**config.mk**
```make
export PLATFORM = sky130hd
export DESIGN_NAME = commit_trace_buffer_flat
export DESIGN_NICKNAME = d
export VERILOG_FILES = /design/src/rtl/trace_pkg.sv /design/src/rtl/commit_trace_buffer_if.sv /design/src/rtl/trace_fifo.sv /design/src/rtl/commit_trace_buffer.sv /design/src/flat_wrapper.sv
export SDC_FILE = /design/constraint.sdc
export NUM_CORES = 2
export LEC_CHECK = 0
export CAP_MARGIN = 25
export CELL_PAD_IN_SITES_DETAIL_PLACEMENT = 1
export CELL_PAD_IN_SITES_GLOBAL_PLACEMENT = 1
export CORE_AREA = 3 3 458 460
export DETAILED_ROUTE_END_ITERATION = 10
export DIE_AREA = 0 0 461 463
export GPL_TIMING_DRIVEN = 0
export PLACE_DENSITY_LB_ADDON = 0.25
export SLEW_MARGIN = 10
export SYNTH_ARGS = -nofsm -noshare
export SYNTH_HDL_FRONTEND = slang
export SYNTH_SLANG_ARGS = --single-unit
```
**constraint.sdc**
```tcl
create_clock -name clk -period 25.4 [get_ports clk]
set_input_delay 5.08 -clock clk [delete_from_list [all_inputs] [get_ports clk]]
set_output_delay 5.08 -clock clk [all_outputs]
set_load 0.05 [all_outputs]
```
**src/rtl/trace_pkg.sv**
```systemverilog
// rtl/trace_pkg.sv - shared widths and trace record layout for commit_trace_buffer
package trace_pkg;

    localparam int XLEN     = 32;
    localparam int NREGS    = 32;
    localparam int REGIDX_W = 5;

    localparam int CYC_LSB   = 0;
    localparam int CYC_W     = XLEN;
    localparam int INSTR_LSB = CYC_LSB + CYC_W;
    localparam int INSTR_W   = XLEN;
    localparam int RD_LSB    = INSTR_LSB + INSTR_W;
    localparam int RD_W      = REGIDX_W;
    localparam int VALUE_LSB = RD_LSB + RD_W;
    localparam int VALUE_W   = XLEN;
    localparam int MULTI_LSB = VALUE_LSB + VALUE_W;
    localparam int REC_W     = MULTI_LSB + 1;

    function automatic logic [XLEN-1:0] reg_at(input logic [NREGS*XLEN-1:0] flat, input int idx);
        return flat[idx*XLEN +: XLEN];
    endfunction

    function automatic logic [REC_W-1:0] pack_rec(
        input logic [CYC_W-1:0]   cycle,
        input logic [INSTR_W-1:0] instr,
        input logic [RD_W-1:0]    rd,
        input logic [VALUE_W-1:0] value,
        input logic               multi
    );
        logic [REC_W-1:0] r;
        r = '0;
        r[CYC_LSB +: CYC_W]     = cycle;
        r[INSTR_LSB +: INSTR_W] = instr;
        r[RD_LSB +: RD_W]       = rd;
        r[VALUE_LSB +: VALUE_W] = value;
        r[MULTI_LSB]            = multi;
        return r;
    endfunction

endpackage

```
**src/rtl/commit_trace_buffer_if.sv**
```systemverilog
// rtl/commit_trace_buffer_if.sv - valid/ready trace record stream toward the sink
interface commit_trace_buffer_if;
    import trace_pkg::*;

    logic                trace_valid;
    logic                trace_ready;
    logic [XLEN-1:0]     trace_cycle;
    logic [XLEN-1:0]     trace_instr;
    logic [REGIDX_W-1:0] trace_rd;
    logic [XLEN-1:0]     trace_value;
    logic                trace_multi;

    modport master (
        output trace_valid, trace_cycle, trace_instr, trace_rd, trace_value, trace_multi,
        input  trace_ready
    );

    modport slave (
        input  trace_valid, trace_cycle, trace_instr, trace_rd, trace_value, trace_multi,
        output trace_ready
    );

endinterface

```
**src/rtl/trace_fifo.sv**
```systemverilog
// rtl/trace_fifo.sv - show-ahead synchronous FIFO with occupancy count
module trace_fifo #(
    parameter int WIDTH = 8,
    parameter int DEPTH = 8,
    localparam int AW   = $clog2(DEPTH),
    localparam int CW   = AW + 1
) (
    input  logic             clk,
    input  logic             reset,
    input  logic             push,
    input  logic [WIDTH-1:0] push_data,
    input  logic             pop,
    output logic [WIDTH-1:0] pop_data,
    output logic [CW-1:0]    count,
    output logic             full,
    output logic             empty
);

    logic [WIDTH-1:0] mem [DEPTH];
    logic [AW-1:0]    wr_ptr;
    logic [AW-1:0]    rd_ptr;
    logic [CW-1:0]    count_q;
    logic             do_pop;
    logic             do_push;

    assign empty    = (count_q == '0);
    assign full     = (count_q == CW'(DEPTH));
    assign do_pop   = pop && !empty;
    // A full FIFO still accepts a push when the head leaves on the same edge.
    assign do_push  = push && (!full || do_pop);
    assign pop_data = mem[rd_ptr];
    assign count    = count_q;

    always_ff @(posedge clk or negedge reset) begin
        if (!reset) begin
            wr_ptr  <= '0;
            rd_ptr  <= '0;
            count_q <= '0;
        end else begin
            if (do_push) begin
                wr_ptr <= wr_ptr + 1'b1;
            end
            if (do_pop) begin
                rd_ptr <= rd_ptr + 1'b1;
            end
            case ({do_push, do_pop})
                2'b10:   count_q <= count_q + 1'b1;
                2'b01:   count_q <= count_q - 1'b1;
                default: count_q <= count_q;
            endcase
        end
    end

    always_ff @(posedge clk) begin
        if (do_push) begin
            mem[wr_ptr] <= push_data;
        end
    end

endmodule

```
**src/rtl/commit_trace_buffer.sv**
```systemverilog
// rtl/commit_trace_buffer.sv - register-change detector feeding a queued trace record stream
module commit_trace_buffer
    import trace_pkg::*;
#(
    parameter int DEPTH   = 8,
    parameter int LOG_ALL = 0,
    parameter int OVF_W   = 16,
    localparam int CNT_W  = $clog2(DEPTH) + 1
) (
    input  logic                  clk,
    input  logic                  reset,
    input  logic                  capture_en,
    input  logic [XLEN-1:0]       instr,
    input  logic [NREGS*XLEN-1:0] regs_flat,
    commit_trace_buffer_if.master trace,
    output logic [CNT_W-1:0]      fifo_count,
    output logic [OVF_W-1:0]      overflow_cnt
);

    logic [XLEN-1:0]     shadow [1:NREGS-1];
    logic [NREGS-1:0]    change_mask;
    logic [REGIDX_W-1:0] rec_rd;
    logic [XLEN-1:0]     rec_value;
    logic                rec_multi;
    logic                seen;
    logic [XLEN-1:0]     cycle_q;
    logic [XLEN-1:0]     cycle_next;
    logic [OVF_W-1:0]    overflow_q;
    logic                push;
    logic                pop;
    logic [REC_W-1:0]    head_rec;
    logic                fifo_full;
    logic                fifo_empty;
    logic                unused_x0;

    assign unused_x0 = ^regs_flat[XLEN-1:0];

    // Shadow follows the register file every edge so a disabled gap never shows up as a diff.
    always_ff @(posedge clk or negedge reset) begin
        if (!reset) begin
            for (int i = 1; i < NREGS; i++) begin
                shadow[i] <= '0;
            end
        end else begin
            for (int i = 1; i < NREGS; i++) begin
                shadow[i] <= reg_at(regs_flat, i);
            end
        end
    end

    always_comb begin
        change_mask = '0;
        for (int i = 1; i < NREGS; i++) begin
            change_mask[i] = (reg_at(regs_flat, i) != shadow[i]);
        end
    end

    // Scan high to low so the lowest changed index is the last one written.
    always_comb begin
        rec_rd    = '0;
        rec_multi = 1'b0;
        seen      = 1'b0;
        for (int i = NREGS - 1; i >= 1; i--) begin
            if (change_mask[i]) begin
                rec_rd    = REGIDX_W'(i);
                rec_multi = rec_multi | seen;
                seen      = 1'b1;
            end
        end
    end

    assign rec_value  = (rec_rd == '0) ? '0 : reg_at(regs_flat, int'(rec_rd));
    assign cycle_next = cycle_q + 1'b1;
    assign push       = capture_en && ((|change_mask) || (LOG_ALL != 0));
    assign pop        = trace.trace_valid && trace.trace_ready;

    always_ff @(posedge clk or negedge reset) begin
        if (!reset) begin
            cycle_q <= '0;
        end else if (capture_en) begin
            cycle_q <= cycle_next;
        end
    end

    always_ff @(posedge clk or negedge reset) begin
        if (!reset) begin
            overflow_q <= '0;
        end else if (push && fifo_full && !pop && (overflow_q != {OVF_W{1'b1}})) begin
            overflow_q <= overflow_q + 1'b1;
        end
    end

    trace_fifo #(
        .WIDTH (REC_W),
        .DEPTH (DEPTH)
    ) u_fifo (
        .clk       (clk),
        .reset     (reset),
        .push      (push),
        .push_data (pack_rec(cycle_next, instr, rec_rd, rec_value, rec_multi)),
        .pop       (pop),
        .pop_data  (head_rec),
        .count     (fifo_count),
        .full      (fifo_full),
        .empty     (fifo_empty)
    );

    // Fields read zero whenever nothing is queued, including straight out of reset.
    assign trace.trace_valid = !fifo_empty;
    assign trace.trace_cycle = fifo_empty ? '0 : head_rec[CYC_LSB +: CYC_W];
    assign trace.trace_instr = fifo_empty ? '0 : head_rec[INSTR_LSB +: INSTR_W];
    assign trace.trace_rd    = fifo_empty ? '0 : head_rec[RD_LSB +: RD_W];
    assign trace.trace_value = fifo_empty ? '0 : head_rec[VALUE_LSB +: VALUE_W];
    assign trace.trace_multi = fifo_empty ? 1'b0 : head_rec[MULTI_LSB];
    assign overflow_cnt      = overflow_q;

endmodule

```
**src/flat_wrapper.sv**
```systemverilog
// flat-port wrapper written by rule: the top's interface ports become plain ports
module commit_trace_buffer_flat import trace_pkg::*;
#(
    parameter int DEPTH   = 8,
    parameter int LOG_ALL = 0,
    parameter int OVF_W   = 16,
    localparam int CNT_W  = $clog2(DEPTH) + 1
)
  (clk, reset, capture_en, instr, regs_flat, fifo_count, overflow_cnt, trace_trace_valid, trace_trace_cycle, trace_trace_instr, trace_trace_rd, trace_trace_value, trace_trace_multi, trace_trace_ready);
  commit_trace_buffer_if trace_i ();
  input  logic clk;
  input  logic reset;
  input  logic capture_en;
  input  logic [XLEN-1:0] instr;
  input  logic [NREGS*XLEN-1:0] regs_flat;
  output logic [CNT_W-1:0] fifo_count;
  output logic [OVF_W-1:0] overflow_cnt;
  output wire logic [$bits(trace_i.trace_valid)-1:0] trace_trace_valid;
  output wire logic [$bits(trace_i.trace_cycle)-1:0] trace_trace_cycle;
  output wire logic [$bits(trace_i.trace_instr)-1:0] trace_trace_instr;
  output wire logic [$bits(trace_i.trace_rd)-1:0] trace_trace_rd;
  output wire logic [$bits(trace_i.trace_value)-1:0] trace_trace_value;
  output wire logic [$bits(trace_i.trace_multi)-1:0] trace_trace_multi;
  input wire logic [$bits(trace_i.trace_ready)-1:0] trace_trace_ready;
  assign trace_trace_valid = trace_i.trace_valid;
  assign trace_trace_cycle = trace_i.trace_cycle;
  assign trace_trace_instr = trace_i.trace_instr;
  assign trace_trace_rd = trace_i.trace_rd;
  assign trace_trace_value = trace_i.trace_value;
  assign trace_trace_multi = trace_i.trace_multi;
  assign trace_i.trace_ready = trace_trace_ready;
  commit_trace_buffer #(.DEPTH(DEPTH), .LOG_ALL(LOG_ALL), .OVF_W(OVF_W)) u_core (.clk(clk), .reset(reset), .capture_en(capture_en), .instr(instr), .regs_flat(regs_flat), .trace(trace_i), .fifo_count(fifo_count), .overflow_cnt(overflow_cnt));
endmodule
```
# After elaboration in Yosys (flattened, before gate mapping)
# Memory sizes are Yosys's and may differ from the RTL's.
# Cells that the tools add are included.
totals:
  ramBits: 816
  n_memories: 1
  ff_bits: 1050
  output_inout_bits: 123
mem_list:
  columns: ["memory", "words", "word_bits", "rd", "rd_clocked_by_memory_dff", "write_ports", "line_no", "text"]
  rows:
  - ["u_core.u_fifo.mem", 8, 102, 1, 0, 1, "trace_fifo.sv:19", "logic [WIDTH-1:0] mem [DEPTH];"]
classes:
  shifts: 1
  addsub: 6
  mux: 100
  n_eq_ne: 35
  n_reduce_logical: 15
  n_bitwise: 29
op_table:
  columns: ["operator", "count"]
  rows:
  - ["indexed part select 1024 x 11 -> 32 bit", 1]
  - ["!= test 32 bit", 31]
  - ["two-way mux 5 bit", 32]
  - ["two-way mux 32 bit", 4]
  - ["two-way mux 1 bit", 63]
  - ["adder 32 x 1 -> 32 bit, second input constant", 1]
  - ["OR reduction 31 bit", 1]
  - ["OR 1 bit", 29]
  - ["adder 16 x 1 -> 16 bit, second input constant", 1]
  - ["!= test 16 bit, second input constant", 1]
  - ["one-hot mux 4 bit (2 select lines)", 1]
  - ["logical AND 1 bit", 7]
  - ["adder 3 x 1 -> 3 bit, second input constant", 2]
  - ["logical NOT 5 bit", 1]
  - ["adder 4 x 1 -> 4 bit, second input constant", 1]
  - ["equality test 4 bit, second input constant", 1]
  - ["logical NOT 4 bit", 1]
  - ["subtractor 4 x 1 -> 4 bit, second input constant", 1]
  - ["logical NOT 1 bit", 3]
  - ["equality test 2 x 1 -> 1 bit, second input constant", 1]
  - ["equality test 2 bit, second input constant", 1]
  - ["nonzero test 2 bit", 1]
  - ["logical OR 1 bit", 1]

# Longest topological paths before layout
depth:
  ltp_word: 61
  depth_mapped: 16
  depth_no_buf: 14

# Modules after synthesis
# A second synthesis with hierarchy kept.
unflattened:
  cells_unflattened: 5663
  area_unflattened_um2: 81914.8
modules_own_cells:
  columns: ["mod", "area_per_inst_um2", "seq_area_each_um2", "cells_each", "instances"]
  rows:
  - ["commit_trace_buffer", 50387.1, 26025.0, 4418, 1]
  - ["trace_fifo", 31527.7, 24753.7, 1245, 1]

# Worst setup path before layout
# Ideal clock, no wire load.
synth_timing:
  path_kind: "input to register"
  start: "input port regs_flat[189]"
  end: "memory u_core.u_fifo.mem[3][0] (netlist name), enable pin"
  n_path_buf: 1
  path_slack_ps: 8569
  setup_ps: 813
  t_arrival_ps: 16017
  cell_stages: 9
  path_cell_list: "xor2_1 -> nor4_1 -> nand4_1 -> and4bb_2 -> nand4_1 -> nand4bb_1 -> clkbuf_1 -> o21ai_1 -> nor4_1"
synth_between:
  elab_chain_cells: 6
synth_lines:
  columns: ["element", "line_no", "text"]
  rows:
  - ["start, declared", "flat_wrapper.sv:15", "input logic [NREGS*XLEN-1:0] regs_flat;"]
  - ["!= test 32 bit", "commit_trace_buffer.sv:54", "change_mask[i] = (reg_at(regs_flat, i) != shadow[i]);"]
  - ["OR reduction 31 bit", "commit_trace_buffer.sv:74", "assign push = capture_en && ((|change_mask) || (LOG_ALL != 0));"]
  - ["logical AND 1 bit", "commit_trace_buffer.sv:74", null]
  - ["logical AND 1 bit", "trace_fifo.sv:30", "assign do_push = push && (!full || do_pop);"]
  - ["two-way mux 1 bit", "trace_fifo.sv:55", "if (do_push) begin"]
  - ["two-way mux 1 bit (not written as such)", "trace_fifo.sv:56", "mem[wr_ptr] <= push_data;"]
  - ["end, declared", "trace_fifo.sv:19", null]
# Every way passes these cells.

# Worst setup path in the final report
layout_timing:
  start: "input port regs_flat[597]"
  end: "memory u_core.u_fifo.mem[0][85] (netlist name), data pin"
layout_between:
  elab_chain_cells: 21
  word_cells_on_any_way: 22
layout_lines:
  columns: ["element", "line_no", "text"]
  rows:
  - ["!= test 32 bit (*)", "commit_trace_buffer.sv:54", null]
  - ["two-way mux 5 bit (*) (18 in series)", "commit_trace_buffer.sv:64", "if (change_mask[i]) begin"]
  - ["indexed part select 1024 x 11 -> 32 bit / logical NOT 5 bit (equally long branches)", "trace_pkg.sv:20, commit_trace_buffer.sv:72", null]
  - ["two-way mux 32 bit (*)", "commit_trace_buffer.sv:72", "assign rec_value = (rec_rd == '0) ? '0 : reg_at(regs_flat, int'(rec_rd));"]
  - ["named net u_core.rec_value[16]", "commit_trace_buffer.sv:23", "logic [XLEN-1:0] rec_value;"]
# The timed path passes the listed nets; every way through them passes the cells marked *.

==> results.sh <==
export IMPL_layout_commonest_cell="clkdlybuf4s50_1"
export IMPL_synth_xor_area_frac=0.1184
export IMPL_critPathBufInv=4
export IMPL_skew_ns=0.06978
export IMPL_hold_viol=0
export IMPL_synth_edf_count=816
export IMPL_synthFlopType="dfrtp_1"
export IMPL_hpwlAfterDp_um=322300
export IMPL_period_needed_ns=12.32
export IMPL_overflow=0
export IMPL_cellLeakagePower_nw=38.08
export IMPL_final_setup_viol_count=0
export IMPL_critPathMaxFanout=10
export IMPL_cts_sinks=1866
export IMPL_synthMuxAreaShare=0.1003
export IMPL_via_per_inst=5.864
export IMPL_crit_path_frequent_cell="nand4_1"
export IMPL_maxSlewViolCount=0
export IMPL_max_vdd_ir_drop_mv=0.09212
export IMPL_grt_setup_unrepaired="no"
export IMPL_die_area_um2=213400
export IMPL_port_buffers=1182
export IMPL_max_freq_mhz=81.17
export IMPL_worstSkewPairLatency_ns=0.88
export IMPL_layout_common_cells="1181 x clkdlybuf4s50_1, 1050 x dfrtp_1, 816 x edfxtp_1, 620 x xnor2_1, 454 x xor2_1"
export IMPL_tightest_slew_ns=1.299
export IMPL_hold_buffers=0
export IMPL_synth_top_family_by_area="XOR/XNOR gates"
export IMPL_crit_path_cell_trace="clkdlybuf4s50_1 > xnor2_1 > nand4_1 > nor4_1 > nand4_1 > a211oi_1 > o311a_2 > or3_4 > buf_6 > buf_2 > nand2_2 > clkbuf_1 > o21ai_0 > o22ai_1 > o211ai_1"
export IMPL_drt_iter0_drc=7436
export IMPL_wl_per_cell_um=39.46
export IMPL_coreArea_um2=206400
export IMPL_setup_tns_final_ns=0
export IMPL_area_growth_pct=30.59
export IMPL_post_cts_setup_buffers=0
export IMPL_initial_utilization=0.3848
export IMPL_critPathCaptureType="flip-flop"
export IMPL_hp_class="flip-flop to flip-flop"
export IMPL_ys_types=89
export IMPL_outcome="finished clean"
export IMPL_cp_required_ns=25.95
export IMPL_netlist_area_um2=79450
export IMPL_grt_pass1_wl_um=525500
export IMPL_ios=1183
export IMPL_synth_seq_cells=1866
export IMPL_first_pass_iters=7
export IMPL_cts_root_buf="clkbuf_16"
export IMPL_synth_cells=5425
export IMPL_fin_nets=8029
export IMPL_reg2reg_slack_ns=17.66
export IMPL_grt_max_degree=137
export IMPL_clock_path_buffers=3
export IMPL_synth_nets=6492
export IMPL_postLayoutCoreUtil=0.5026
export IMPL_ys_seq_area_frac=0.6391
export IMPL_syn_area_per_cell_um2=14.64
export IMPL_fp_dieW_um=461
export IMPL_track_usage=0.3639
export IMPL_finalCritPeriodShare=0.4850
export IMPL_synthSimpleGateAreaFrac=0.06718
export IMPL_power_density_nw_per_um2=89.44
export IMPL_clk_pin_slew_ns=0.06
export IMPL_dieHeight_um=463
export IMPL_route_detailed_drc=0
export IMPL_num_rows=167
export IMPL_drive_gt1_frac=0.1146
export IMPL_power_mw=9.279
export IMPL_relSlewSlack=0.1262
export IMPL_max_cap_violations=0
export IMPL_crit_path_top_delay_cell="nor4_1"
export IMPL_synthArstFlopShare=0.5627
export IMPL_crit_family="compound AO/OA/AOI/OAI gates"
export IMPL_ant_nets=0
export IMPL_antenna_found_initial=274
export IMPL_cts_tree="built"
export IMPL_grt_pass1_vias=60240
export IMPL_vias=58860
export IMPL_place_congestion=1.015
export IMPL_arrival_ns=12.86
export IMPL_wl_um=396000
export IMPL_yosys_warnings=0
export IMPL_cpPeakStageDelay_ns=0.88
export IMPL_worst_setup_path_start_kind="primary input"
export IMPL_cts_inserted_buffers=200
export IMPL_cts_htree_levels=4
export IMPL_worstSetupPathType="primary input to flip-flop"
export IMPL_synthAdderAreaFrac=0.001701
export IMPL_ctsResizeCount=0
export IMPL_synth_compound_area_share=0.05829
-- final timing paths --
| check | startpoint | end | cells after the start |
|---|---|---|---|
| min | u_core.overflow_cnt[6] | u_core.overflow_cnt[6] | 1 |
| max reg2reg | u_core.shadow[441] | u_core.u_fifo.mem[0][85] | 14 |
| max in group asynchronous | reset | u_core.shadow[555] | 3 |
| max | regs_flat[597] | u_core.u_fifo.mem[0][85] | 15 |
| min reg2reg | u_core.overflow_cnt[6] | u_core.overflow_cnt[6] | 1 |
| min in group asynchronous | reset | u_core.shadow[64] | 1 |
-- through the flow --
step | area (um^2) | hold WS (ns) | setup slack (ns) | std cells
floorplan | 79450 | 0.4656 | 8.569 | 5425
global placement | 94660 | 0.4831 | -30.04 | 9311
detailed placement | 96310 | 0.4851 | 12.38 | 9445
CTS | 103000 | 0.4982 | 13.32 | 9815
global route | 103500 | 0.5180 | 13.14 | 9948
finish | 103800 | 0.4869 | 13.08 | 10040
-- per-layer routing --
metal  global-route usage  vias up  part of all wire
met5                    0        -            0.0011
met4               0.2477       72             0.075
met3               0.1051      958             0.097
met2               0.5575     3275              0.46
met1               0.4448    30860              0.37
li1                     -    23690                 -
-- cell usage after synthesis, types with 17 or more instances --
master / instances / area, um^2
nand4_1: 191 / 1195
nand3_1: 92 / 460.4
o211ai_1: 92 / 690.7
nor2_1: 155 / 581.8
a221oi_1: 40 / 350.3
mux4_2: 230 / 5180
dfrtp_1: 1050 / 26280
a211o_1: 24 / 210.2
o221ai_1: 43 / 376.6
a22oi_1: 22 / 165.2
xnor2_1: 620 / 5430
or4_1: 20 / 150.1
o31ai_1: 18 / 135.1
inv_1: 17 / 63.81
a22o_1: 31 / 271.5
nand2_1: 267 / 1002
a211oi_1: 19 / 142.6
o21ai_0: 66 / 330.3
and3_1: 41 / 256.5
o22ai_1: 32 / 200.2
a21oi_1: 174 / 870.8
nor4_1: 156 / 975.9
clkbuf_1: 152 / 570.6
a31oi_1: 27 / 168.9
nor3_1: 29 / 145.1
buf_1: 36 / 135.1
and2_1: 22 / 137.6
buf_4: 17 / 127.6
mux2i_1: 257 / 2572
buf_2: 48 / 240.2
xor2_1: 454 / 3976
edfxtp_1: 816 / 24500
-- state kept, by name (all words and copies together), names as in the netlist --
name,count
u_core.shadow,992
u_core.u_fifo.mem,816
u_core.cycle_q,32
u_core.overflow_cnt,16
u_core.u_fifo.count,4
u_core.u_fifo.rd_ptr,3
u_core.u_fifo.wr_ptr,3
-- power by group --
group / internal, mW / leakage [nW] / switching (mW)
logic: 1.05 / 15.1 / 1.65
clock network: 1.71 / 3.26 / 1.30
registers: 3.47 / 19.7 / 0.101
-- layout make-up --
class	instances	area (um^2)
Sequential cell	1866	50780
Timing Repair Buffer	1335	13590
Tap cell	2704	3383
Clock inverter	97	1185
Clock buffer	273	5532
Multi-Input combinational cell	3281	27590
Inverter	22	82.58
Antenna cell	202	505.5
Fill cell	20520	102700
Buffer	256	1111
-- kinds of logic after synthesis --
kind of cell             Yosys count
AO/OA/AOI/OAI                    665
XOR/XNOR                        1074
adder cells (fa/ha/maj)           11
buffers and inverters            278
flip-flops                      1866
multiplexers                     506
AND/OR/NAND/NOR                 1025
No activity file was read; power rests on OpenSTA's default activity.
